### src/rtl/key_serializer.sv
// Serial key transmitter: syncs eight buttons, optionally debounces them per frame,
// and shifts one MSB-first word per line on skey. Optional debounce: KEYSER_DEBOUNCE_EN.
module key_serializer #(
    parameter int DEBOUNCE_FRAMES = 3,
    parameter int CNT_W           = 4
) (
    input  logic       clk,
    input  logic       rstn,
    input  logic       hsync,
    input  logic       vsync,
    input  logic       pvalid,
    input  logic [7:0] btn,
    output logic       skey,
    output logic [7:0] key_state
);
    logic [7:0] btn_meta_q;
    logic [7:0] btn_s_q;
    logic       vsync_q;
    logic       tick;
    logic [7:0] key_state_q, key_state_d;
    logic [7:0] tx_sr_q, tx_sr_d;
    logic [3:0] bit_cnt_q, bit_cnt_d;
    logic       tx_idle;

    always_ff @(posedge clk or negedge rstn) begin
        if (!rstn) begin
            btn_meta_q <= 8'hFF;
            btn_s_q    <= 8'hFF;
            vsync_q    <= 1'b0;
        end else begin
            btn_meta_q <= btn;
            btn_s_q    <= btn_meta_q;
            vsync_q    <= vsync;
        end
    end

    assign tick = vsync & ~vsync_q;

`ifdef KEYSER_DEBOUNCE_EN
    localparam logic [CNT_W-1:0] CNT_MAX = '1;
    localparam logic [CNT_W-1:0] CNT_LIM = CNT_W'(DEBOUNCE_FRAMES);

    logic [CNT_W-1:0] cnt_q [8];
    logic [CNT_W-1:0] cnt_d [8];

    // A bit is accepted once its disagreement has survived CNT_LIM frame ticks.
    always_comb begin
        logic [CNT_W-1:0] cnt_inc;
        key_state_d = key_state_q;
        cnt_inc     = '0;
        for (int i = 0; i < 8; i++) begin
            cnt_d[i] = cnt_q[i];
            cnt_inc  = (cnt_q[i] == CNT_MAX) ? cnt_q[i] : cnt_q[i] + 1'b1;
            if (btn_s_q[i] == key_state_q[i]) begin
                cnt_d[i] = '0;
            end else if (tick) begin
                if (cnt_inc >= CNT_LIM) begin
                    key_state_d[i] = btn_s_q[i];
                    cnt_d[i]       = '0;
                end else begin
                    cnt_d[i] = cnt_inc;
                end
            end
        end
    end

    always_ff @(posedge clk or negedge rstn) begin
        if (!rstn) begin
            for (int i = 0; i < 8; i++) cnt_q[i] <= '0;
        end else begin
            for (int i = 0; i < 8; i++) cnt_q[i] <= cnt_d[i];
        end
    end
`else
    logic unused_cfg;

    always_comb key_state_d = btn_s_q;

    assign unused_cfg = ^{tick, DEBOUNCE_FRAMES[0], CNT_W[0]};
`endif

    // Once eight bits are out the register is all ones, so holding equals shifting.
    assign tx_idle = (bit_cnt_q == 4'd8);

    always_comb begin
        tx_sr_d   = tx_sr_q;
        bit_cnt_d = bit_cnt_q;
        if (hsync) begin
            tx_sr_d   = key_state_q;
            bit_cnt_d = 4'd0;
        end else if (pvalid && !tx_idle) begin
            tx_sr_d   = {tx_sr_q[6:0], 1'b1};
            bit_cnt_d = bit_cnt_q + 4'd1;
        end
    end

    always_ff @(posedge clk or negedge rstn) begin
        if (!rstn) begin
            key_state_q <= 8'hFF;
            tx_sr_q     <= 8'hFF;
            bit_cnt_q   <= 4'd0;
        end else begin
            key_state_q <= key_state_d;
            tx_sr_q     <= tx_sr_d;
            bit_cnt_q   <= bit_cnt_d;
        end
    end

    assign skey      = tx_sr_q[7];
    assign key_state = key_state_q;
endmodule

### config.mk
export PLATFORM = sky130hd
export DESIGN_NAME = key_serializer
export DESIGN_NICKNAME = d
export VERILOG_FILES = /design/src/rtl/key_serializer.sv
export SDC_FILE = /design/constraint.sdc
export NUM_CORES = 1
export LEC_CHECK = 0
export ABC_AREA = 1
export CORE_MARGIN = 5
export CORE_UTILIZATION = 40
export DETAILED_ROUTE_END_ITERATION = 10
export GPL_TIMING_DRIVEN = 1
export SLEW_MARGIN = 20
export SYNTH_ARGS = -nofsm -noshare
export SYNTH_HDL_FRONTEND = slang
export SYNTH_SLANG_ARGS = --single-unit
export TNS_END_PERCENT = 100
### constraint.sdc
create_clock -name clk -period 3.9 [get_ports clk]
set_input_delay 0.975 -clock clk [delete_from_list [all_inputs] [get_ports clk]]
set_output_delay 0.975 -clock clk [all_outputs]
set_load 0.01 [all_outputs]
### Word-level counts from Yosys, hierarchy flattened

Index checks and enable logic that the tools add are counted.

* register bits: 36
* input port bits: 13

* $add $sub $neg: 1
* equal/unequal tests: 1
* mux-type cells: 4
* reductions and logical operators: 3

Operator list (number)
* 2-to-1 mux 8 bit: 2
* 2-to-1 mux 4 bit: 2
* adder 4 x 1 -> 4 bit, second input constant: 1
* == test 4 bit, second input constant: 1
* nonzero test 2 bit: 1
* logical AND 1 bit: 1
* logical NOT 1 bit: 1

### Depth between registers and ports, before layout

Gate-level depths: netlist (run 1).

* depth after elaboration: 5
* mapped depth: 8
* depth with buffers taken out: 8

### Worst setup path before layout (run 1)

No wires, ideal clock.

* kind: reg2out
* from: register key_state_q[0] (netlist: key_state[0])
* to: output port key_state[0]
* arrival time: 0.537 ns
* data required time: 2.925 ns
* slack: 2.388 ns
* cell stages (with the launch flop): 1
* buffers on the path: 0
* cells stage by stage: dfstp_2

RTL lines
* from (decl): line 20 `logic [7:0] key_state_q, key_state_d;`
* from (signal assigned): line 103 `key_state_q <= key_state_d;`
* to (decl): line 14 `output logic [7:0] key_state`

No word-level cell between the ends.

### Worst setup path in the final report (run 1)

* from: register key_state_q[0] (netlist: key_state[0])
* to: output port key_state[0]

No word-level cell between the ends.

==> metrics.md, run 1 <==
| Metric | Value |
|---|---|
| Busiest grt layer | met2 |
| Required time worst endpoint | about 2900 ps |
| Worst r2r path cells | 8 |
| CTS Hold Bufs | 0 |
| Final setup violation count | 0 |
| I/O pin count | 22 |
| Die area | about 0.0046 mm2 |
| Mean Syn Cell Area | roughly 12 um2 |
| Slew Limit Fails | 0 |
| Die H | slightly below 70 um |
| Slew of the pin with the lowest slew margin | around 580 ps |
| Post-CTS sizing | 0 |
| Clk buf depth | 2 |
| Synth async-reset ratio | between 90% and 100% |
| Synth top area cells | dfstp_2 62%, nand2_1 7.5%, dfrtp_1 7.4% |
| CP startpoint | key_state[0] |
| Slowest cell on crit path | dfstp_2 |
| R2R setup slack | 2550 ps |
| Period minus WS final | roughly 2400 ps |
| Via/cell ratio | between 4 and 5 |
| Leak | ~0.70 nW |
| Worst-path clk slew | around 110 ps |
| GRT met1 Usage | between 10% and 20% |
| Top Family by Delay on Critical Path | flip-flops |
| Root Buffer | clkbuf_4 |
| All-layer global routing usage | 10.2% |
| First-pass GRT wire length | around 3.4 mm |
| Antenna Nets Post-Route | 0 |
| Distinct cells, synth | 19 |
| Max-cap viol count | 0 |
| DRC viols | 0 |
| Commonest cells post-synth | 32 x dfstp_2, 27 x nand2_1, 13 x inv_1 |
| Met2 usage | 16.7% |
| Run status | complete, no violations |
| Most used DFF post-synth | dfstp_2 |
| Capturing point of the worst reg2reg path | bit_cnt_q[1] |
| Worst-Skew Late Latency | 330 ps |
| CP Cell Sequence | clkdlybuf4s50_1 |
| Die span in x | roughly 70 um |
| Power per Cell Area | roughly 430 mW/mm2 |
| Routability Congestion | around 0.73 |
| #FFs+latches synth | 36 |
| RSZ-0062 raised after global routing | no |
| Final wirelength | approximately 1.9 mm |
| Worst-path maximum fanout | 2 |
| Total via count in the routed design | approximately 780 |
| Fin crit share | 61.3% |
| Buffer and inverter count on the worst path | 1 |
| Final Instance Area | 0.00165 mm2 |
| Post-CTS Setup Inserts | 0 |
| Hold Fails Final Rpt | 0 |
| # rows | 21 |
| Max_slew headroom | approximately 60% |
| Yosys top cell area share | 62.5% |
| Crit path launch type | flop |
| Worst vdd ir | around 0.00024 V |
| Core ar. | roughly 0.0033 mm2 |
| Synth area leader | dfstp_2 |
| Routed WL per cell | between 10 and 15 um |
| Hold Path Class | reg -> reg |
| DR pass1 iterations | 4 |
| Seq/Total Area, Yosys | between 60% and 70% |
| Ant diodes | 0 |
| I/O Buffers | 20 |
| Syn nets | approximately 120 |
| Post-synth EDFFs | 0 |
| Crit path kind | reg -> out |
| Met3 Use GR | roughly 4.3% |
| Sink Count | 36 |
| Non-Filler Instances | between 150 and 200 |
| Reg-to-Reg Start | bit_cnt_q[0] |
| GRT overflow | 0 |
| Number of CTS-inserted buffers | 5 |
| Nets | 149 |
| Min-delay src | btn_s_q[2] |
| Layout cells sized above 1 | about 41% |
| H-tree depth | 2 |
| CTS tree | done |
| Setup TNS | 0 ps |
| Mapped Cells | about 110 |
| Cell Area, Synth | around 0.0013 mm2 |
| Hold-critical path endpoint | key_state[2] |
| Area after DPL | ~0.0016 mm2 |
| Iter 0 DRT Violations | 30 |
| Initial core utilization | 41.0% |
| Layout Skew | ~6.1 ps |
| Largest net degree at the start of global routing | 37 |
| Slowest cell delay on critical path | 560 ps |
| Vias in the first global route | 789 |
| Area grow syn2layout | 22.6% |
| CP arrival | about 1400 ps |
| Yosys warns | 0 |
| Fmax | between 0.4 and 0.5 GHz |
| Initial antenna violation count | 0 |
| Worst hold stages | 0 |
| Critical Path Sink Type | output port |
| Most common cell in the netlist | dfstp_2 |
| Placed cell count | around 170 |
| Dpl hpwl | roughly 1.3 mm |
through the flow:
step	utilization [%]	setup WS (ps)	total power, mW	hold slack, ps
floorplan	-	2390	0.482	345
global placement	48.2	1450	0.516	345
detailed placement	48.2	1390	0.520	347
CTS	50.2	1480	0.733	363
global route	50.2	1440	0.764	364
finish	50.2	1510	0.717	357
per-layer routing:
layer  up-vias  routed length [um]
met2        17                 973
met1       370                 777
li1        385                   -
met3         4                 111
met5         -                   0
met4         0                  23
how the worst max path moves through the flow:
stage | cells past startpoint | endpoint
finish | 1 | key_state[0]
global route | 1 | key_state[3]
CTS | 1 | key_state[0]
detailed placement | 6 | bit_cnt_q[1]
global placement | 6 | bit_cnt_q[1]
floorplan | 0 | key_state[0]
cells in the final DEF, fill, tap and decap left out, types with 2 or more instances in the layout:
cell / n
o21ai_1: 3
clkinvlp_4: 2
o21ai_2: 7
nand2_1: 27
nor2_1: 4
o21ai_0: 4
nand3_2: 3
ha_1: 2
inv_1: 13
dfrtp_1: 4
clkbuf_4: 5
clkdlybuf4s50_1: 20
dfstp_2: 32
where the power goes:
group / internal (mW) / switching, mW
logic: 0.0385 / 0.0448
registers: 0.416 / 0.0111
clock network: 0.0875 / 0.118
total: 0.543 / 0.174
kinds of logic after synthesis:
family                     count (synthesis)  share of synthesized area [%]
AOI/OAI and AO/OA                         14                           7.16
xor gates and xnor gates                   1                          0.651
adders and majority gates                  2                           1.86
buffers and inverters                     17                           6.41
DFF                                       36                           69.9
and+or+nand+nor                           38                           14.0
sequential cells by signal (all words and copies together) (netlist names):
name        cells
key_state       8
bit_cnt_q       4
btn_s_q         8
btn_meta_q      8
tx_sr_q         8
area by class of cell:
cell class              instances  area (um2)
clock inverters                 2        15.0
clock buffers                   6        51.3
flip-flops and latches         36         941
inverters                      15        58.8
well taps                      46        57.6
multi-input cells              55         319
repair buffers                 21         208
fillers                       317        1630
Note: power is estimated with default switching activity, not from simulation.
==> inputs of run 2 (changes only) <==
--- a/config.mk
+++ b/config.mk
@@ -10,6 +10,7 @@
 export CORE_UTILIZATION = 40
 export DETAILED_ROUTE_END_ITERATION = 10
 export GPL_TIMING_DRIVEN = 1
+export PLACE_DENSITY = 0.65
 export SLEW_MARGIN = 20
 export SYNTH_ARGS = -nofsm -noshare
 export SYNTH_HDL_FRONTEND = slang
==> constraint.sdc (replaced) <==
create_clock -name clk -period 2.07 [get_ports clk]
set_input_delay 0.5175 -clock clk [delete_from_list [all_inputs] [get_ports clk]]
set_output_delay 0.5175 -clock clk [all_outputs]
set_load 0.01 [all_outputs]
==> metrics.md, run 2 (synthesized netlist as in run 1, its figures left out) <==
| Metric | Value |
|---|---|
| Run status | complete, no violations |
| First-pass GRT wire length | about 3.3 mm |
| Period minus WS final | slightly below 2000 ps |
| Final worst slack | 124 ps |
| Final setup violation count | 0 |
| I/O Buffers | 20 |
| Sink Count | 36 |
| Die H | slightly below 70 um |
| Routed WL per cell | 10.2 um |
| Fill count | 286 |
| R2R setup slack | between 700 and 800 ps |
| Initial core utilization | between 40% and 50% |
| Iter 0 DRT Violations | 38 |
| Worst-path clk slew | ~110 ps |
| Clk network pwr share | approximately 43% |
| Switching power | roughly 340 uW |
| Die area | ~0.0046 mm2 |
| All-layer global routing usage | between 10% and 20% |
| Place WS | roughly 440 ps |
| Hold Fails Final Rpt | 0 |
| Max_slew headroom | roughly 72% |
| Root Buffer | clkbuf_4 |
| Most frequent cells in the layout | 32 x dfstp_2, 27 x nand2_1, 20 x clkdlybuf4s50_1, 13 x inv_1, 7 x o21ai_2 |
| H-tree depth | 2 |
| Die span in x | between 60 and 70 um |
| CTS Hold Bufs | 0 |
| Post-Route Utilization | 52.3% |
| Slew Limit Fails | 0 |
| DR pass1 iterations | 4 |
| Commonest non-fill, non-tap cell in the layout | dfstp_2 |
| Worst-Skew Late Latency | 340 ps |
| GRT overflow | 0 |
| Sw frac | between 15 and 20% |
| Seq. cell area | approximately 940 um2 |
| Crit path kind | reg -> out |
| Initial antenna violation count | 0 |
| DRC viols | 0 |
| I/O pin count | 22 |
| Required time worst endpoint | roughly 1600 ps |
| CP arrival | between 1000 and 1500 ps |
| Slowest cell delay on critical path | approximately 560 ps |
| Leak | about 0.74 nW |
| Antenna Nets Post-Route | 0 |
| Core ar. | between 0.003 and 0.004 mm2 |
| Layout Skew | 10.9 ps |
| Fmax | ~0.51 GHz |
| Hold Path Class | reg -> reg |
| Post-CTS sizing | 0 |
| RSZ-0062 raised after global routing | no |
| Top Family by Delay on Critical Path | flip-flops |
| Routability Congestion | approximately 0.71 |
| Number of CTS-inserted buffers | 5 |
| Area grow syn2layout | 27.7% |
| Buffer and inverter count on the worst path | 1 |
| Ant diodes | 0 |
| Final wirelength | approximately 1.9 mm |
| Nets | 150 |
| Clk buf depth | 2 |
| Worst vdd ir | 0.000774 V |
| Worst-path maximum fanout | 2 |
| Area of the multi-input gates | around 320 um2 |
| CTS tree | done |
| Vias in the first global route | 783 |
| Dpl hpwl | 1.29 mm |
| Layout cells sized above 1 | approximately two fifths |
| Slowest cell on crit path | dfstp_2 |
| # rows | 21 |
| CP Cell Sequence | clkdlybuf4s50_1 |
| Largest net degree at the start of global routing | 37 |
| Max-cap viol count | 0 |
| Power per Cell Area | between 900 and 1000 mW/mm2 |
| Final hold slack | roughly 350 ps |
| Critical Path Sink Type | output port |
| Int Pwr | around 1.4 mW |
| Flop pwr share | a little under half |
| Via/cell ratio | roughly 4.2 |
| Setup TNS | 0 ps |
| Slew of the pin with the lowest slew margin | 416 ps |
| Combinational fraction of design power | around a tenth |
| Post-CTS Setup Inserts | 0 |
| Total via count in the routed design | roughly 770 |
| Fin crit share | 94.0% |
| Crit path launch type | flop |
==> run 2: worst paths after layout <==
check / from / to / depth (start not counted)
max: key_state[0] / key_state[0] / 1
min: btn_s_q[1] / key_state[1] / 0
max reg2reg: bit_cnt_q[0] / bit_cnt_q[1] / 8
min reg2reg: btn_s_q[1] / key_state[1] / 0
max in group asynchronous: rstn / btn_s_q[3] / 2
min in group asynchronous: rstn / bit_cnt_q[0] / 2
==> run 2: stage by stage <==
stage | instances | area, um2 | power (mW)
3_3_place_gp | 174 | 1590 | 0.973
4_1_cts | 182 | 1720 | 1.72
2_1_floorplan | 108 | 1350 | 0.907
5_1_grt | 182 | 1720 | 1.77
6_report | 182 | 1720 | 1.69
3_5_place_dp | 174 | 1590 | 0.981
==> run 2: final cells by class <==
class                      count  share of cell area [%]
clock buffer                   5                    2.18
multi-input combinational     55                    18.6
timing repair buffer          22                    12.5
tap                           46                    3.35
clock inverter                 3                    5.24
inverter                      15                    3.42
sequential                    36                    54.7
==> run 2: power groups by stage <==
stage	sequential, mW	clock (mW)	combinational (mW)
global route	0.812	0.773	0.180
global placement	0.816	0	0.158
CTS	0.806	0.752	0.164
detailed placement	0.818	0	0.163
floorplan	0.819	0	0.0887
finish	0.805	0.728	0.160
==> run 2: metal layers <==
| layer | wire (um) | GRT usage (%) |
|---|---|---|
| met5 | 0 | 0 |
| met4 | 58 | 6.70 |
| met3 | 108 | 4.93 |
| met2 | 927 | 16.4 |
| met1 | 767 | 10.4 |
